===== src/rtl/ext_bus_fabric.sv =====
// ext_bus_fabric
//   Bridges the CPU external-SRAM master port to NUM_CH slave peripherals.
//   The CPU data space region starting at REGION_BASE is split into
//   equal 2**CH_LSB byte windows, one per channel. An access to a mapped
//   window is registered toward the selected slave, held for at least
//   MIN_WAIT+1 cycles and until the slave drops its wait request, or
//   abandoned after TIMEOUT_CYC cycles with a sticky error.
//
// Ports
//   clk, nrst           clock, asynchronous active-low reset
//   cpu_a, cpu_d_in     CPU address / write data
//   cpu_cs/oe/we        CPU select, read strobe, write strobe
//   cpu_d_out           read data to CPU (all ones unless an access is done)
//   cpu_wait            stall request to CPU (combinational)
//   ch_a, ch_d_out      registered address / write data, shared by slaves
//   ch_cs               registered one-hot slave select
//   ch_oe, ch_we        registered read / write strobes, shared
//   ch_d_in             slave read data, channel k at [k*DATA_W +: DATA_W]
//   ch_wait             per-slave wait request
//   err, err_ch, err_clr  sticky timeout flag, channel of last timeout, clear
module ext_bus_fabric #(
    parameter int                NUM_CH      = 4,
    parameter int                ADDR_W      = 16,
    parameter int                DATA_W      = 8,
    parameter int                CH_LSB      = 8,
    parameter logic [ADDR_W-1:0] REGION_BASE = 16'h8000,
    parameter int                MIN_WAIT    = 1,
    parameter int                TIMEOUT_CYC = 255,
    localparam int               CH_BITS     = (NUM_CH > 1) ? $clog2(NUM_CH) : 1
) (
    input  logic                     clk,
    input  logic                     nrst,
    input  logic [ADDR_W-1:0]        cpu_a,
    input  logic [DATA_W-1:0]        cpu_d_in,
    output logic [DATA_W-1:0]        cpu_d_out,
    input  logic                     cpu_cs,
    input  logic                     cpu_oe,
    input  logic                     cpu_we,
    output logic                     cpu_wait,
    output logic [ADDR_W-1:0]        ch_a,
    output logic [DATA_W-1:0]        ch_d_out,
    output logic [NUM_CH-1:0]        ch_cs,
    output logic                     ch_oe,
    output logic                     ch_we,
    input  logic [NUM_CH*DATA_W-1:0] ch_d_in,
    input  logic [NUM_CH-1:0]        ch_wait,
    output logic                     err,
    output logic [CH_BITS-1:0]       err_ch,
    input  logic                     err_clr
);

    localparam int HI_LSB = CH_LSB + CH_BITS;
    localparam int CNT_W  = ($clog2(TIMEOUT_CYC + 1) > 8) ? $clog2(TIMEOUT_CYC + 1) : 8;
    localparam logic [CNT_W-1:0] CNT_MIN = CNT_W'(MIN_WAIT);
    localparam logic [CNT_W-1:0] CNT_TO  = CNT_W'(TIMEOUT_CYC);

    typedef enum logic [1:0] {IDLE, ACCESS, DONE} state_t;

    state_t             state, next_state;
    logic [CH_BITS-1:0] sel;
    logic [CNT_W-1:0]   cnt;
    logic [DATA_W-1:0]  rdata;

    logic               req, in_region, idx_ok, hit;
    logic [CH_BITS-1:0] idx;
    logic               sel_wait;
    logic [DATA_W-1:0]  slave_rd [NUM_CH];
    logic               start, complete, timeout, abort;

    // ---------------- address decode ----------------
    assign req       = cpu_cs & (cpu_oe | cpu_we);
    assign in_region = (cpu_a[ADDR_W-1:HI_LSB] == REGION_BASE[ADDR_W-1:HI_LSB]);
    assign idx       = cpu_a[CH_LSB +: CH_BITS];

    // With a power-of-two channel count every index is mapped; otherwise the
    // top windows of the region are holes that are silently ignored.
    generate
        if (NUM_CH == (1 << CH_BITS)) begin : g_full
            assign idx_ok = 1'b1;
        end else begin : g_holes
            localparam logic [CH_BITS:0] NUM_CH_L = (CH_BITS + 1)'(NUM_CH);
            assign idx_ok = ({1'b0, idx} < NUM_CH_L);
        end
    endgenerate

    assign hit = req & in_region & idx_ok;

    // ---------------- selected slave view ----------------
    always_comb begin
        for (int k = 0; k < NUM_CH; k++) begin
            slave_rd[k] = ch_d_in[k*DATA_W +: DATA_W];
        end
    end

    assign sel_wait = ch_wait[sel];

    // ---------------- FSM ----------------
    always_ff @(posedge clk or negedge nrst) begin
        if (!nrst) begin
            state <= IDLE;
        end else begin
            // NOTE: sequential state uses non-blocking assignments so every
            // register samples pre-edge values, independent of block order.
            state <= next_state;
        end
    end

    always_comb begin
        // NOTE: every output of this block gets a default first so no path
        // leaves a value unassigned, which would otherwise infer a latch.
        next_state = state;
        start      = 1'b0;
        complete   = 1'b0;
        timeout    = 1'b0;
        abort      = 1'b0;
        cpu_wait   = 1'b0;
        case (state)
            IDLE: begin
                if (hit) begin
                    start      = 1'b1;
                    cpu_wait   = 1'b1;
                    next_state = ACCESS;
                end
            end
            ACCESS: begin
                cpu_wait = 1'b1;
                // A CPU that gives up takes precedence over any slave outcome.
                if (!req) begin
                    abort      = 1'b1;
                    next_state = IDLE;
                end else if (!sel_wait && cnt >= CNT_MIN) begin
                    complete   = 1'b1;
                    next_state = DONE;
                end else if (sel_wait && cnt == CNT_TO) begin
                    timeout    = 1'b1;
                    next_state = DONE;
                end
            end
            DONE: begin
                // Hold until the CPU releases so back-to-back accesses are
                // always separated by at least one IDLE cycle.
                if (!req) next_state = IDLE;
            end
            default: next_state = IDLE;
        endcase
    end

    // ---------------- datapath registers ----------------
    // NOTE: all datapath registers are plain flops (no storage arrays), so
    // they are all cleared by the asynchronous reset.
    always_ff @(posedge clk or negedge nrst) begin
        if (!nrst) begin
            sel      <= '0;
            cnt      <= '0;
            ch_a     <= '0;
            ch_d_out <= '0;
            ch_cs    <= '0;
            ch_oe    <= 1'b0;
            ch_we    <= 1'b0;
            rdata    <= '1;
        end else begin
            if (start) begin
                sel      <= idx;
                ch_a     <= cpu_a;
                ch_d_out <= cpu_d_in;
                ch_cs    <= NUM_CH'(1) << idx;
                ch_oe    <= cpu_oe;
                ch_we    <= cpu_we & ~cpu_oe;  // read wins if both strobes set
                cnt      <= '0;
            end else if (state == ACCESS && cnt != {CNT_W{1'b1}}) begin
                cnt <= cnt + CNT_W'(1);
            end

            if (complete || timeout || abort) begin
                ch_cs <= '0;
                ch_oe <= 1'b0;
                ch_we <= 1'b0;
            end

            if (complete && ch_oe) begin
                rdata <= slave_rd[sel];
            end else if (timeout) begin
                rdata <= '1;
            end
        end
    end

    // ---------------- error reporting ----------------
    always_ff @(posedge clk or negedge nrst) begin
        if (!nrst) begin
            err    <= 1'b0;
            err_ch <= '0;
        end else begin
            if (timeout) begin
                err    <= 1'b1;  // a new timeout beats a simultaneous clear
                err_ch <= sel;
            end else if (err_clr) begin
                err    <= 1'b0;
            end
        end
    end

    assign cpu_d_out = (state == DONE) ? rdata : '1;

endmodule


===== config.mk =====
export PLATFORM = sky130hd
export DESIGN_NAME = ext_bus_fabric
export DESIGN_NICKNAME = d
export VERILOG_FILES = /design/src/rtl/ext_bus_fabric.sv
export SDC_FILE = /design/constraint.sdc
export NUM_CORES = 1
export LEC_CHECK = 0
export ABC_CLOCK_PERIOD_IN_PS = 2250
export CAP_MARGIN = 20
export CORE_MARGIN = 3
export CORE_UTILIZATION = 40
export DETAILED_ROUTE_END_ITERATION = 12
export HOLD_SLACK_MARGIN = 0.08
export PLACE_DENSITY = 0.85
export SYNTH_ARGS = -nofsm -noshare
export SYNTH_HDL_FRONTEND = slang
export SYNTH_SLANG_ARGS = --single-unit

===== constraint.sdc =====
create_clock -name clk -period 2.25 [get_ports clk]
set_clock_uncertainty 0.2 [all_clocks]
set_input_delay 0.45 -clock clk [delete_from_list [all_inputs] [get_ports clk]]
set_output_delay 0.45 -clock clk [all_outputs]
set_load 0.03 [all_outputs]

==> summary.txt <==
RUN STATUS
-------------------------------------------------------------------------------------
Outcome                                                                  complete, no violations

CRITICAL PATH
-------------------------------------------------------------------------------------
Worst Setup Path Type                                                          in2out
Critical Path End Type                                                   primary output
Crit Path Max Fanout                                                                3
CP delay by family, top                                                  buffers and inverters
Critical path's largest stage delay                                            440 ps
Cell chain of the critical path                                          clkdlybuf4s50_1 -> nor4b_4 -> nand3_1 -> nand2_1 -> buf_4
Critical path buffers and inverters                                                 2
R2r setup slk                                                                  130 ps
Cell count along the critical path                                                  5
Crit path required time                                                       1600 ps
Sort of element at the start of the critical path                          input port
Cell at the slowest stage of the critical path                           clkdlybuf4s50_1
Cell depth of the worst flop-to-flop path                                           5
Arrival time of data at the critical path endpoint                            1550 ps

DETAILED ROUTING
-------------------------------------------------------------------------------------
Drt initial violations                                                            113
TritonRoute pass-1 iters                                                            4
Wire length reported by the detailed router                                   6280 um
Remaining antenna violation count                                                   0
Average vias per placed instance                                                 5.11
Number of vias in the routed layout                                              2191
Average wire per cell in the routed design                                    14.6 um
Count of unresolved DRC violations after routing                                    0

GLOBAL ROUTING
-------------------------------------------------------------------------------------
Residual overflow from global routing                                               0
Maximum number of pins on one net before global-route repair                       32
Vias in the first global route                                                   2270
Number of antenna violations at the first check in global routing                   0
Total global routing track utilization                                          18.0%
Wire length of the first global-routing pass                                 10400 um

SYNTH
-------------------------------------------------------------------------------------
Number of synthesized register bits                                                51
Post-synthesis xor/xnor area fraction                                          0.707%
Post-synthesis cell area                                                     2480 um2
Async set-or-reset flop fraction in the synthesized netlist                      100%
Post-Synthesis Mean Instance Area                                            10.8 um2
Post-Syn Nets                                                                     298
Fraction of post-synthesis cell area in the top cell type by area               43.4%
Compound-cell area share of the yosys netlist                                   10.9%
Multiplexer share of the synthesized area                                       9.79%
Seq/Total Area, Yosys                                                           51.9%
Number of different library cells in the post-synthesis netlist                    45
Post-synthesis share of cell area spent on and, or, nand and nor gates          22.5%
Yosys warning total                                                                 0
Top_reg_cell synth                                                            dfrtp_1
Top post-synthesis cells by area                                         dfrtp_1 (43%), nand2_1 (9.7%), dfstp_2 (8.5%)
Cells after Synth                                                                 229
Number of enable-type register cells in the synthesized netlist                     0
Dominant combinational cell family by area after synthesis               simple AND/OR/NAND/NOR gates
Most area-hungry cell type in the Yosys netlist                               dfrtp_1
Adder-cell share of the synthesized area                                        1.51%

POWER
-------------------------------------------------------------------------------------
Peak ir drop on the vdd network                                              0.334 mV
Internal Dissipation                                                          1.59 mW
Sequential fraction of design power                                             48.3%
Sw frac                                                                         31.9%
Power density normalized to cell area                                      606 nW/um2
Power consumption                                                             2.34 mW
Share of total power in combinational logic                                     28.6%
Proportion of power drawn by the clock network                                  23.1%
Net switching power                                                          0.745 mW
Leakage power                                                                 1.67 nW

PLACE
-------------------------------------------------------------------------------------
Gp weighted congestion                                                          0.835
Dpl hpwl                                                                      5050 um
Count of buffers from port buffering                                              107
Placed cell area                                                             3740 um2
# placed instances                                                                420

TIMING
-------------------------------------------------------------------------------------
Slew at the pin with the worst max-slew slack                                  698 ps
Final hold violations                                                               0
Setup repair after global routing missed its margin                              true
Min Tclk post-route                                                           2200 ps
Share of the cycle needed by the critical path after routing                    97.9%
Final count of pins violating max slew                                              0
Slew margin rel.                                                                53.4%
Final setup fails                                                                   0
Final total negative setup slack                                                 0 ps
Max Freq                                                                      454 MHz

FLOORPLAN
-------------------------------------------------------------------------------------
Vertical extent of the die                                                    84.7 um
Die X-Extent                                                                  84.7 um
Initial Utilization                                                             41.6%
Area of the placeable core                                                   5960 um2
Overall die area                                                             7180 um2
Number of primary I/O pins                                                        108
Placement row count                                                                28

CLOCKING
-------------------------------------------------------------------------------------
Count of H-tree levels built during CTS                                             2
Root buffer cell                                                             clkbuf_8
CTS Buffer Depth                                                                    2
Worst-Skew Late Latency                                                        310 ps
Reg clk slew, reported paths                                                    90 ps
Post-CTS Setup Repair Bufs                                                          0
TritonCTS clock tree                                                             done
Sink Count                                                                         51
Cts bufs inserted                                                                   5

WORST HOLD PATH
-------------------------------------------------------------------------------------
Worst min-delay path class                                                    reg2reg
Worst hold stages                                                                   1

FINAL LAYOUT
-------------------------------------------------------------------------------------
Final Instance Area                                                          3850 um2
Antenna Diode Count                                                                 0
Synth-to-Final Area Change                                                      55.4%
Non-filler instance count after layout                                            429
FF/Latch Area                                                                1290 um2
Layout cell share with drive strength beyond 1                                  15.5%
Number of fill cells in the layout                                                521
Total area of multi-input combinational cells                                1140 um2
Nets                                                                              422
Post-Route Utilization                                                          64.7%

RUN
-------------------------------------------------------------------------------------
Reported max-cap violation count                                                    0

## layer usage
layer  vias up  track usage, %  wire length, um
li1       1046               -                -
met1      1047            23.3             2630
met2        95            30.4             3070
met3         3            5.40              556
met4         0            3.02               26
met5         -               0                0
## cells in the mapped netlist (all sizes together), types with 4 or more instances
| master | n |
|---|---|
| o22a | 8 |
| clkbuf | 5 |
| and2 | 5 |
| mux4 | 9 |
| nand3 | 4 |
| nand2 | 64 |
| dfrtp | 43 |
| o21ai | 8 |
| a21oi | 9 |
| dfstp | 8 |
| inv | 6 |
| nand2b | 11 |
## final cells by class
cell class,count,area share (%)
multi-input combinational,163,29.7
inverter,6,0.585
sequential,51,33.4
clock inverter,3,0.617
tap,75,2.44
clock buffer,5,1.79
timing repair buffer,126,31.5
## worst register-to-register path, delay by kind of cell, from the launching register on
kind / cells / cell delay [ps]
DFF: 1 / 430
adders and majority gates: 1 / 230
and+or+nand+nor: 3 / 850
muxes: 1 / 310
## flip-flops by register name (all words and copies together) (netlist names)
register / cells
err_ch: 2
ch_oe: 1
state: 2
ch_we: 1
ch_d_out: 8
ch_cs: 4
rdata: 8
err: 1
cnt: 8
ch_a: 16
## repair_timing
action,CTS,global route
endpoints found under the setup margin,10,2
gates resized for setup,12,2
hold buffers,1,0
hold endpoints to repair,21,0
## kinds of logic after synthesis
family,Yosys count
xor gates and xnor gates,2
AOI/OAI and AO/OA,36
muxes,12
DFF,51
adders and majority gates,3
and+or+nand+nor,110
buffers and inverters,15
## path summary, 6_finish.rpt
path / from / end
setup / recovery: cpu_a[12] / cpu_wait
hold / removal: ch_a[15] / ch_a[15]
setup reg to reg: cnt[0] / err_ch[1]
hold reg to reg: ch_a[15] / ch_a[15]
max in group asynchronous: nrst / cnt[2]
min in group asynchronous: nrst / err_ch[0]
## power by group through the flow
stage / registers, mW / logic [mW] / clock network (mW)
detailed placement: 1.14 / 0.676 / 0
floorplan: 1.22 / 0.265 / 0
global route: 1.14 / 0.726 / 0.590
CTS: 1.13 / 0.677 / 0.553
finish: 1.13 / 0.668 / 0.540
global placement: 1.14 / 0.646 / 0
## cells in the final DEF (no fill, tap or decap), types with 2 or more instances in the layout
| master | netlist | layout |
|---|---|---|
| nand3b_1 | 3 | 3 |
| ha_1 | 3 | 3 |
| buf_4 | 0 | 18 |
| nand2b_1 | 11 | 11 |
| a21oi_1 | 9 | 9 |
| inv_1 | 5 | 5 |
| clkbuf_8 | 0 | 5 |
| or4_1 | 2 | 2 |
| clkinvlp_4 | 0 | 2 |
| dlygate4sd2_1 | 0 | 9 |
| mux4_2 | 9 | 9 |
| nor2b_1 | 3 | 2 |
| and2_1 | 5 | 5 |
| dfrtp_1 | 43 | 43 |
| clkdlybuf4s50_1 | 0 | 95 |
| mux2_4 | 2 | 2 |
| nand3_1 | 4 | 4 |
| o21a_1 | 3 | 3 |
| o31ai_1 | 2 | 2 |
| nand2_1 | 64 | 64 |
| nor2_1 | 3 | 3 |
| or3_1 | 3 | 3 |
| o21ai_1 | 5 | 5 |
| dfstp_2 | 8 | 8 |
| and4b_1 | 3 | 3 |
| o22a_1 | 8 | 8 |
| o21ai_0 | 3 | 3 |
## through the flow
| stage | setup WS, ps | hold WS [ps] |
|---|---|---|
| floorplan | 73.2 | -45.6 |
| global placement | -173 | 250 |
| detailed placement | -221 | 259 |
| CTS | 4.13 | 281 |
| global route | -16.1 | 297 |
| finish | 47.8 | 274 |
(Power assumes the default switching activity.)
